### src/rtl/uart_tx_frame.sv
// uart_tx_frame: standalone UART transmitter.
// One byte per accepted write goes out as: start bit, 8 data bits, optional
// parity bit, then 1 or 2 stop bits. Every line bit lasts DIVISOR clocks.
//
// state  | meaning
// -------+-----------------------------------------------------------
// IDLE   | line high, tx_ready=1, waiting for tx_wr_ev
// START  | start bit (line low) for one bit time
// DATA   | 8 data bits, shift register LSB on the line
// PARITY | parity bit computed at accept time (parity enabled only)
// STOP   | stop bit(s), line high; the last one returns to IDLE
module uart_tx_frame #(
  parameter int         CLK_FRE            = 50000000,
  parameter int         BAUD_RATE          = 115200,
  parameter int         DIVISOR            = CLK_FRE / BAUD_RATE,
  parameter logic       TRANS_BIT_ORDER    = 1'b0,
  parameter logic [1:0] TRANS_STOP_BIT_NUM = 2'd1,
  parameter logic [1:0] PARITY_MODE        = 2'd0
) (
  input  logic       sys_clk,
  input  logic       rst,
  input  logic [7:0] tx_dat,
  input  logic       tx_wr_ev,
  output logic       tx_ready,
  output logic       tx_dat_ser,
  output logic       tx_done_ev,
  output logic       tx_busy
);

  // Last count value of one bit time.
  localparam logic [15:0] BAUD_TC  = 16'(DIVISOR - 1);
  localparam logic        STOP_TWO = (TRANS_STOP_BIT_NUM == 2'd2);
  localparam logic        PAR_EN   = (PARITY_MODE == 2'd1) || (PARITY_MODE == 2'd2);
  localparam logic        PAR_ODD  = (PARITY_MODE == 2'd2);

  typedef enum logic [2:0] {
    IDLE   = 3'd0,
    START  = 3'd1,
    DATA   = 3'd2,
    PARITY = 3'd3,
    STOP   = 3'd4
  } state_t;

  state_t      state;
  logic [15:0] baud_cnt;
  logic [2:0]  bit_idx;
  logic [7:0]  shift_reg;
  logic        parity_bit;
  logic        stop_idx;

  logic [7:0]  dat_in;
  logic        par_calc;
  logic        baud_tc;

  // Byte as it enters the shifter: reversed for MSB-first so bit 0 always leads.
  always_comb begin
    dat_in = tx_dat;
    if (TRANS_BIT_ORDER) begin
      for (int i = 0; i < 8; i++) begin
        dat_in[i] = tx_dat[7-i];
      end
    end
  end

  // Parity of the byte being accepted; bit order does not affect it.
  always_comb begin
    par_calc = ^tx_dat;
    if (PAR_ODD) begin
      par_calc = ~^tx_dat;
    end
  end

  // End of the current bit time.
  always_comb begin
    baud_tc = (baud_cnt == BAUD_TC);
  end

  // Frame sequencer with registered line and handshake outputs.
  always_ff @(posedge sys_clk or negedge rst) begin
    if (!rst) begin
      state      <= IDLE;
      baud_cnt   <= 16'd0;
      bit_idx    <= 3'd0;
      shift_reg  <= 8'd0;
      parity_bit <= 1'b0;
      stop_idx   <= 1'b0;
      tx_dat_ser <= 1'b1;
      tx_ready   <= 1'b1;
      tx_busy    <= 1'b0;
      tx_done_ev <= 1'b0;
    end else begin
      tx_done_ev <= 1'b0;
      case (state)
        IDLE: begin
          tx_dat_ser <= 1'b1;
          baud_cnt   <= 16'd0;
          if (tx_wr_ev && tx_ready) begin
            state      <= START;
            shift_reg  <= dat_in;
            parity_bit <= par_calc;
            bit_idx    <= 3'd0;
            stop_idx   <= 1'b0;
            tx_dat_ser <= 1'b0;
            tx_ready   <= 1'b0;
            tx_busy    <= 1'b1;
          end
        end

        START: begin
          if (baud_tc) begin
            baud_cnt   <= 16'd0;
            state      <= DATA;
            tx_dat_ser <= shift_reg[0];
          end else begin
            baud_cnt <= baud_cnt + 16'd1;
          end
        end

        DATA: begin
          if (baud_tc) begin
            baud_cnt <= 16'd0;
            if (bit_idx == 3'd7) begin
              bit_idx <= 3'd0;
              if (PAR_EN) begin
                state      <= PARITY;
                tx_dat_ser <= parity_bit;
              end else begin
                state      <= STOP;
                tx_dat_ser <= 1'b1;
              end
            end else begin
              bit_idx    <= bit_idx + 3'd1;
              shift_reg  <= {1'b0, shift_reg[7:1]};
              tx_dat_ser <= shift_reg[1];
            end
          end else begin
            baud_cnt <= baud_cnt + 16'd1;
          end
        end

        PARITY: begin
          if (baud_tc) begin
            baud_cnt   <= 16'd0;
            state      <= STOP;
            tx_dat_ser <= 1'b1;
          end else begin
            baud_cnt <= baud_cnt + 16'd1;
          end
        end

        STOP: begin
          tx_dat_ser <= 1'b1;
          if (baud_tc) begin
            baud_cnt <= 16'd0;
            if (!STOP_TWO || stop_idx) begin
              state      <= IDLE;
              stop_idx   <= 1'b0;
              tx_ready   <= 1'b1;
              tx_busy    <= 1'b0;
              tx_done_ev <= 1'b1;
            end else begin
              stop_idx <= 1'b1;
            end
          end else begin
            baud_cnt <= baud_cnt + 16'd1;
          end
        end

        default: begin
          state      <= IDLE;
          baud_cnt   <= 16'd0;
          bit_idx    <= 3'd0;
          stop_idx   <= 1'b0;
          tx_dat_ser <= 1'b1;
          tx_ready   <= 1'b1;
          tx_busy    <= 1'b0;
        end
      endcase
    end
  end

endmodule

### config.mk
export PLATFORM = sky130hd
export DESIGN_NAME = uart_tx_frame
export DESIGN_NICKNAME = d
export VERILOG_FILES = /design/src/rtl/uart_tx_frame.sv
export SDC_FILE = /design/constraint.sdc
export NUM_CORES = 1
export LEC_CHECK = 0
export ABC_AREA = 1
export CAP_MARGIN = 10
export CORE_ASPECT_RATIO = 1.4
export CORE_UTILIZATION = 53
export CTS_BUF_LIST = sky130_fd_sc_hd__clkbuf_4 sky130_fd_sc_hd__clkbuf_8
export CTS_CLUSTER_DIAMETER = 120
export CTS_CLUSTER_SIZE = 28
export DETAILED_ROUTE_END_ITERATION = 7
export GPL_TIMING_DRIVEN = 0
export PLACE_DENSITY = 0.74
export SETUP_SLACK_MARGIN = 0.1
export SYNTH_ARGS = -nofsm -noshare
export SYNTH_HDL_FRONTEND = slang
export SYNTH_SLANG_ARGS = --single-unit
### constraint.sdc
create_clock -name sys_clk -period 2 [get_ports sys_clk]
set_clock_uncertainty 0.1 [all_clocks]
set_input_delay 0.5 -clock sys_clk [delete_from_list [all_inputs] [get_ports sys_clk]]
set_output_delay 0.5 -clock sys_clk [all_outputs]
set_load 0.02 [all_outputs]
==> impl_metrics.ini, run 1 <==
[cts]
cts_hold_buf = 0
cts-root-buf = clkbuf_8
insertion_delay_ns = 0.29
h-tree-depth = 2
cts_tree = built
clk_pin_slew_ns = 0.07
numClockSinks = 34
clk_path_buf_depth = 2
cts_inserted_buffers = 5

[sta]
fin_ws_ns = 0.180
hold_viol_final = 0
finalSetupViolations = 0
fmax_mhz = 550
max_slew_margin_pct = 48.8
rsz0062_at_grt = false
hold_slack_ns = 0.185
worst_pin_slew_ns = 0.768
period_share_pct = 91.0
fin_crit_ns = 1.82
finalMaxSlewViolations = 0

[power]
intPower_mw = 1.55
seq_power_share_pct = 37.6
powerDensity_nw_per_um2 = 1230
swShare_pct = 42.1
switching_power_mw = 1.13
cellLeakagePower_nw = 1.09
p_comb_share_pct = 42.5
peakVddDrop_uv = 958
p_total_mw = 2.68
clkPwrFrac_pct = 19.9

[worst_setup_path]
critPathSlowestCell = clkdlybuf4s50_1
critical_path.max_fanout = 2
slowest_delay_ns = 0.60
crit_type = register to output port
worstPathArrival_ns = 1.22
crit_buf_inv = 1
critPathRequiredTime_ns = 1.40
critPathTopFamily = buffers and inverters
cp-start-kind = register
crit_chain = clkdlybuf4s50_1
endpoint_kind = output port

[global_route]
antenna_found_initial = 0
grt_pass1_wl_mm = 6.38
grt_pass1_vias = 1544
gr-total-overflow = 0
track_usage_pct = 22.9
grt_max_degree = 35

[cells_and_area]
layout_commonest_cell = nand2_1
final_area_sq_um = 2180
final_cell_mix = 84 x nand2_1, 42 x nor2_1, 32 x dfrtp_1
layout.nets = 290
areaGrowthSynthToFinish_pct = 14.6
n_antenna_cell = 0
largest_reg_flops = 16
layout-drive-gt1-share_pct = 12.0

[place]
pre_cts_ws_ns = 0.193
dp_hpwl_mm = 2.70
gp_congestion = 0.805
port-buffer-count = 14
placed_cell_area_sq_um = 2090

[floorplanning]
die_y_um = 72.9
rows = 25
pin_count = 15
coreArea_sq_um = 3410
die_area_sq_um = 3840
die_x_um = 52.6
initial_core_util_pct = 55.8

[yosys]
ys_seq_area_share_pct = 44.8
yosys_warnings = 0
ys_seq_elements = 34
synth-edff-count = 0
syn_nets = 269
avgSynthCellArea_sq_um = 7.49
synth_ff_type = dfrtp_1
ys_types = 25
syn_area_sq_um = 1900
synthCells = 254
async_reset_ff_share_pct = 100

[detailed_routing]
drc = 0
wl_mm = 3.73
drt_iter0_drc = 47
ant_nets = 0
wire_per_inst_um = 11.8
drtPass1Iterations = 4
vias_per_cell = 5.13
num_vias = 1622

[outcome]
status = completed

[flow_run]
cap_violations = 0

[worst_hold_path]
hold_class = input port to asynchronous set/reset pin
==> repair_timing <==
item	CTS	global route
setup endpoints to repair	2	0
gates resized for setup	2	0
buffers inserted	0	0
==> area by class of cell <==
class / instances / area (sq um)
Clock inverter: 1 / 5.00
Timing Repair Buffer: 14 / 133
Tap cell: 40 / 50.0
Fill cell: 315 / 1230
Sequential cell: 34 / 853
Clock buffer: 7 / 90.1
Multi-Input combinational cell: 191 / 931
Inverter: 26 / 97.6
Buffer: 3 / 21.3
==> path summary, 6_finish.rpt <==
kind,startpoint,endpoint,slack [ns],cells after the start
worst max-delay path,tx_busy$_DFFE_PN0P_,tx_busy,0.18,1
min in group sys_clk,shift_reg[6]$_DFFE_PN0P_,shift_reg[6]$_DFFE_PN0P_,0.37,2
max in group asynchronous,rst,state[0]$_DFFE_PN0P_,1.12,1
worst max register to register,bit_idx[0]$_DFFE_PN0P_,shift_reg[0]$_DFFE_PN0P_,0.28,8
worst min register to register,shift_reg[6]$_DFFE_PN0P_,shift_reg[6]$_DFFE_PN0P_,0.37,2
worst min-delay path,rst,baud_cnt[8]$_DFF_PN0_,0.19,1
==> cell usage after synthesis (3+ instances only) <==
| library cell | number | area share, % |
|---|---|---|
| nand2_2 | 6 | 2.0 |
| inv_1 | 17 | 3.4 |
| nand4_1 | 12 | 3.9 |
| xnor2_1 | 3 | 1.4 |
| inv_2 | 8 | 1.6 |
| nor3_1 | 6 | 1.6 |
| dfrtp_1 | 32 | 42 |
| nor2_1 | 42 | 8.3 |
| ha_1 | 4 | 2.6 |
| nand2_1 | 84 | 17 |
| nand3_1 | 16 | 4.2 |
| xor2_1 | 8 | 3.7 |
==> cells by family after synthesis <==
| kind of cell | count (synthesis) | synth area share (%) |
|---|---|---|
| DFF | 34 | 44.8 |
| buffers and inverters | 29 | 6.25 |
| and+or+nand+nor | 171 | 39.1 |
| xor gates and xnor gates | 11 | 5.06 |
| AOI/OAI and AO/OA | 5 | 2.10 |
| adders and majority gates | 4 | 2.63 |
==> stage by stage <==
| stage | utilization [%] | setup TNS, ns | instances |
|---|---|---|---|
| after floorplan | - | 0 | 254 |
| after global placement | 61.4 | -13.94 | 308 |
| after detailed placement | 61.2 | 0 | 308 |
| after CTS | 64.0 | 0 | 316 |
| after global routing | 64.0 | 0 | 316 |
| final | 64.0 | 0 | 316 |
==> power by group through the flow <==
stage | Sequential [mW] | Combinational (mW) | Clock (mW)
finish | 1.01 | 1.14 | 0.535
CTS | 1.01 | 1.15 | 0.552
global placement | 1.01 | 1.14 | 0
global route | 1.03 | 1.30 | 0.581
floorplan | 1.03 | 0.836 | 0
detailed placement | 1.02 | 1.16 | 0
==> per-layer routing <==
metal | GRT usage (%) | vias to the layer above | routed length, um
met3 | 5.63 | 8 | 100
met5 | 0 | - | 0
met2 | 41.9 | 27 | 1980
met4 | 9.94 | 0 | 80
li1 | - | 843 | -
met1 | 23.8 | 744 | 1570
No activity file was read; power rests on OpenSTA's default activity.
==> run 2, diff against run 1 <==
ABC_CLOCK_PERIOD_IN_PS = 2000   (was default)
==> results of run 2 <==
Final layout, timing and power as in run 1 (identical DEF).
==> run 3, diff against run 2 <==
CTS_BUF_LIST = sky130_fd_sc_hd__clkbuf_8   (was sky130_fd_sc_hd__clkbuf_4 sky130_fd_sc_hd__clkbuf_8)
DONT_BUFFER_PORTS = 1   (was default)
PLACE_DENSITY = 0.68   (was 0.74)
==> run 3 against run 2 <==
- final cell count shrank 3.8%
- non-clock buffer count shrank 12
- count of clock-buffer cells in the layout shrank 1
- register-to-register slack gained 0.06 ns
- sequential share of layout area grew 2.0 points
- clock power shrank 2%
- utilization shrank 3.1 points
- power shrank 2.2%
- critical path type is now register to register
- largest power group is now sequential cells
==> impl_metrics.ini, run 3 (same netlist as run 1, synthesis figures left out) <==
[sta]
period_share_pct = 82.9
max_slew_margin_pct = 80.5
fin_setup_tns_ns = 0
fin_crit_ns = 1.66
finalSetupViolations = 0
worst_pin_slew_ns = 0.291
finalMaxSlewViolations = 0
fmax_mhz = 603
rsz0062_at_grt = false
hold_viol_final = 0

[worst_setup_path]
cp-start-kind = register
worstPathArrival_ns = 1.74
endpoint_kind = register
critical_path.max_fanout = 9
crit_chain = ha_1, ha_1, inv_1, nand2_2, nand2_2, nand3_4, nand2_1, nand2_1
crit_type = register to register
critPathTopFamily = simple AND/OR/NAND/NOR gates
critPathSlowestCell = dfrtp_1
crit_buf_inv = 1
slowest_delay_ns = 0.40
critPathRequiredTime_ns = 2.08

[power]
powerDensity_nw_per_um2 = 1260
p_comb_share_pct = 40.0
clkPwrFrac_pct = 20.0
intPower_mw = 1.49
peakVddDrop_uv = 889
switching_power_mw = 1.13
seq_power_share_pct = 39.9
cellLeakagePower_nw = 1.05
swShare_pct = 43.1

[cells_and_area]
layout.nets = 278
fin_util_pct = 60.8
layout_commonest_cell = nand2_1
layout-drive-gt1-share_pct = 12.1
largest_reg_flops = 16
areaGrowthSynthToFinish_pct = 9.01
n_antenna_cell = 0
final_cell_mix = 84 x nand2_1, 42 x nor2_1, 32 x dfrtp_1
n_fill_cell = 318
stdcell_count = 304

[floorplanning]
die_area_sq_um = 3840
die_y_um = 72.9
rows = 25
die_x_um = 52.6
initial_core_util_pct = 55.8
coreArea_sq_um = 3410
pin_count = 15

[place]
port-buffer-count = 0
dp_hpwl_mm = 2.75
gp_congestion = 0.834
dp_cells = 294

[cts]
cts-root-buf = clkbuf_8
h-tree-depth = 2
cts_inserted_buffers = 5
clk_path_buf_depth = 2
numClockSinks = 34
cts_tree = built
postCtsResizedCells = 0
insertion_delay_ns = 0.29
clk_pin_slew_ns = 0.07

[detailed_routing]
num_vias = 1561
vias_per_cell = 5.13
wire_per_inst_um = 12.3
ant_nets = 0
drtPass1Iterations = 2
drt_iter0_drc = 17
drc = 0
wl_mm = 3.73

[global_route]
grt_pass1_vias = 1594
antenna_found_initial = 0
grt_max_degree = 35
track_usage_pct = 23.8
grt_pass1_wl_mm = 6.61
gr-total-overflow = 0

[worst_hold_path]
hold_class = input port to register

[outcome]
status = completed

[flow_run]
cap_violations = 0
run 3: timing repair:
| item | in CTS | in global routing |
|---|---|---|
| hold endpoints to repair | 34 | 0 |
| hold buffers | 2 | 0 |
| buffers inserted | 0 | 0 |
run 3: cell type report:
type | instances | area, sq um | share of cell area (%)
clock inverters | 2 | 8.76 | 0.422
clock buffers | 6 | 82.6 | 3.98
multi-input cells | 191 | 931 | 44.9
well taps | 40 | 50.0 | 2.41
plain buffers | 3 | 21.3 | 1.03
flip-flops and latches | 34 | 853 | 41.1
repair buffers | 2 | 30.0 | 1.45
inverters | 26 | 97.6 | 4.70
run 3: worst min-delay path: stages:
cell,delay (ns)
nand2_1,0.04
inv_1,0.03
nand4_1,0.07
nand2_1,0.05
run 3: worst paths after layout:
path / to / depth (start not counted) / slack (ns) / from
worst max-delay path: shift_reg[1]$_DFFE_PN0P_ / 8 / 0.34 / bit_idx[0]$_DFFE_PN0P_
worst max register to register: shift_reg[1]$_DFFE_PN0P_ / 8 / 0.34 / bit_idx[0]$_DFFE_PN0P_
max in group asynchronous: tx_dat_ser$_DFFE_PN1P_ / 2 / 1.00 / rst
worst min-delay path: shift_reg[7]$_DFFE_PN0P_ / 4 / 0.34 / tx_dat[7]
min in group asynchronous: baud_cnt[3]$_DFF_PN0_ / 2 / 0.55 / rst
worst min register to register: shift_reg[3]$_DFFE_PN0P_ / 2 / 0.38 / shift_reg[3]$_DFFE_PN0P_
run 3: stage by stage:
step,total power [mW],hold WS (ns),instance area (sq um),setup WS (ns)
6_report,2.62,0.342,2070,0.343
5_1_grt,2.85,0.346,2070,0.180
4_1_cts,2.66,0.338,2070,0.317
3_5_place_dp,2.10,0.105,1950,0.341
3_3_place_gp,2.08,0.105,1950,0.345
2_1_floorplan,1.86,0.104,1900,0.535
run 3: power by group through the flow:
stage | logic (mW) | clock network, mW | registers [mW]
floorplan | 0.836 | 0 | 1.03
global placement | 1.02 | 0 | 1.06
detailed placement | 1.05 | 0 | 1.06
CTS | 1.07 | 0.545 | 1.05
global route | 1.21 | 0.566 | 1.07
finish | 1.05 | 0.525 | 1.05
run 3: per-layer routing:
metal / up-vias / part of all wire, % / track usage [%]
met5: - / 0 / 0
li1: 812 / - / -
met4: 0 / 3.2 / 11.7
met2: 19 / 53 / 41.8
met3: 10 / 2.2 / 6.25
met1: 720 / 41 / 25.6
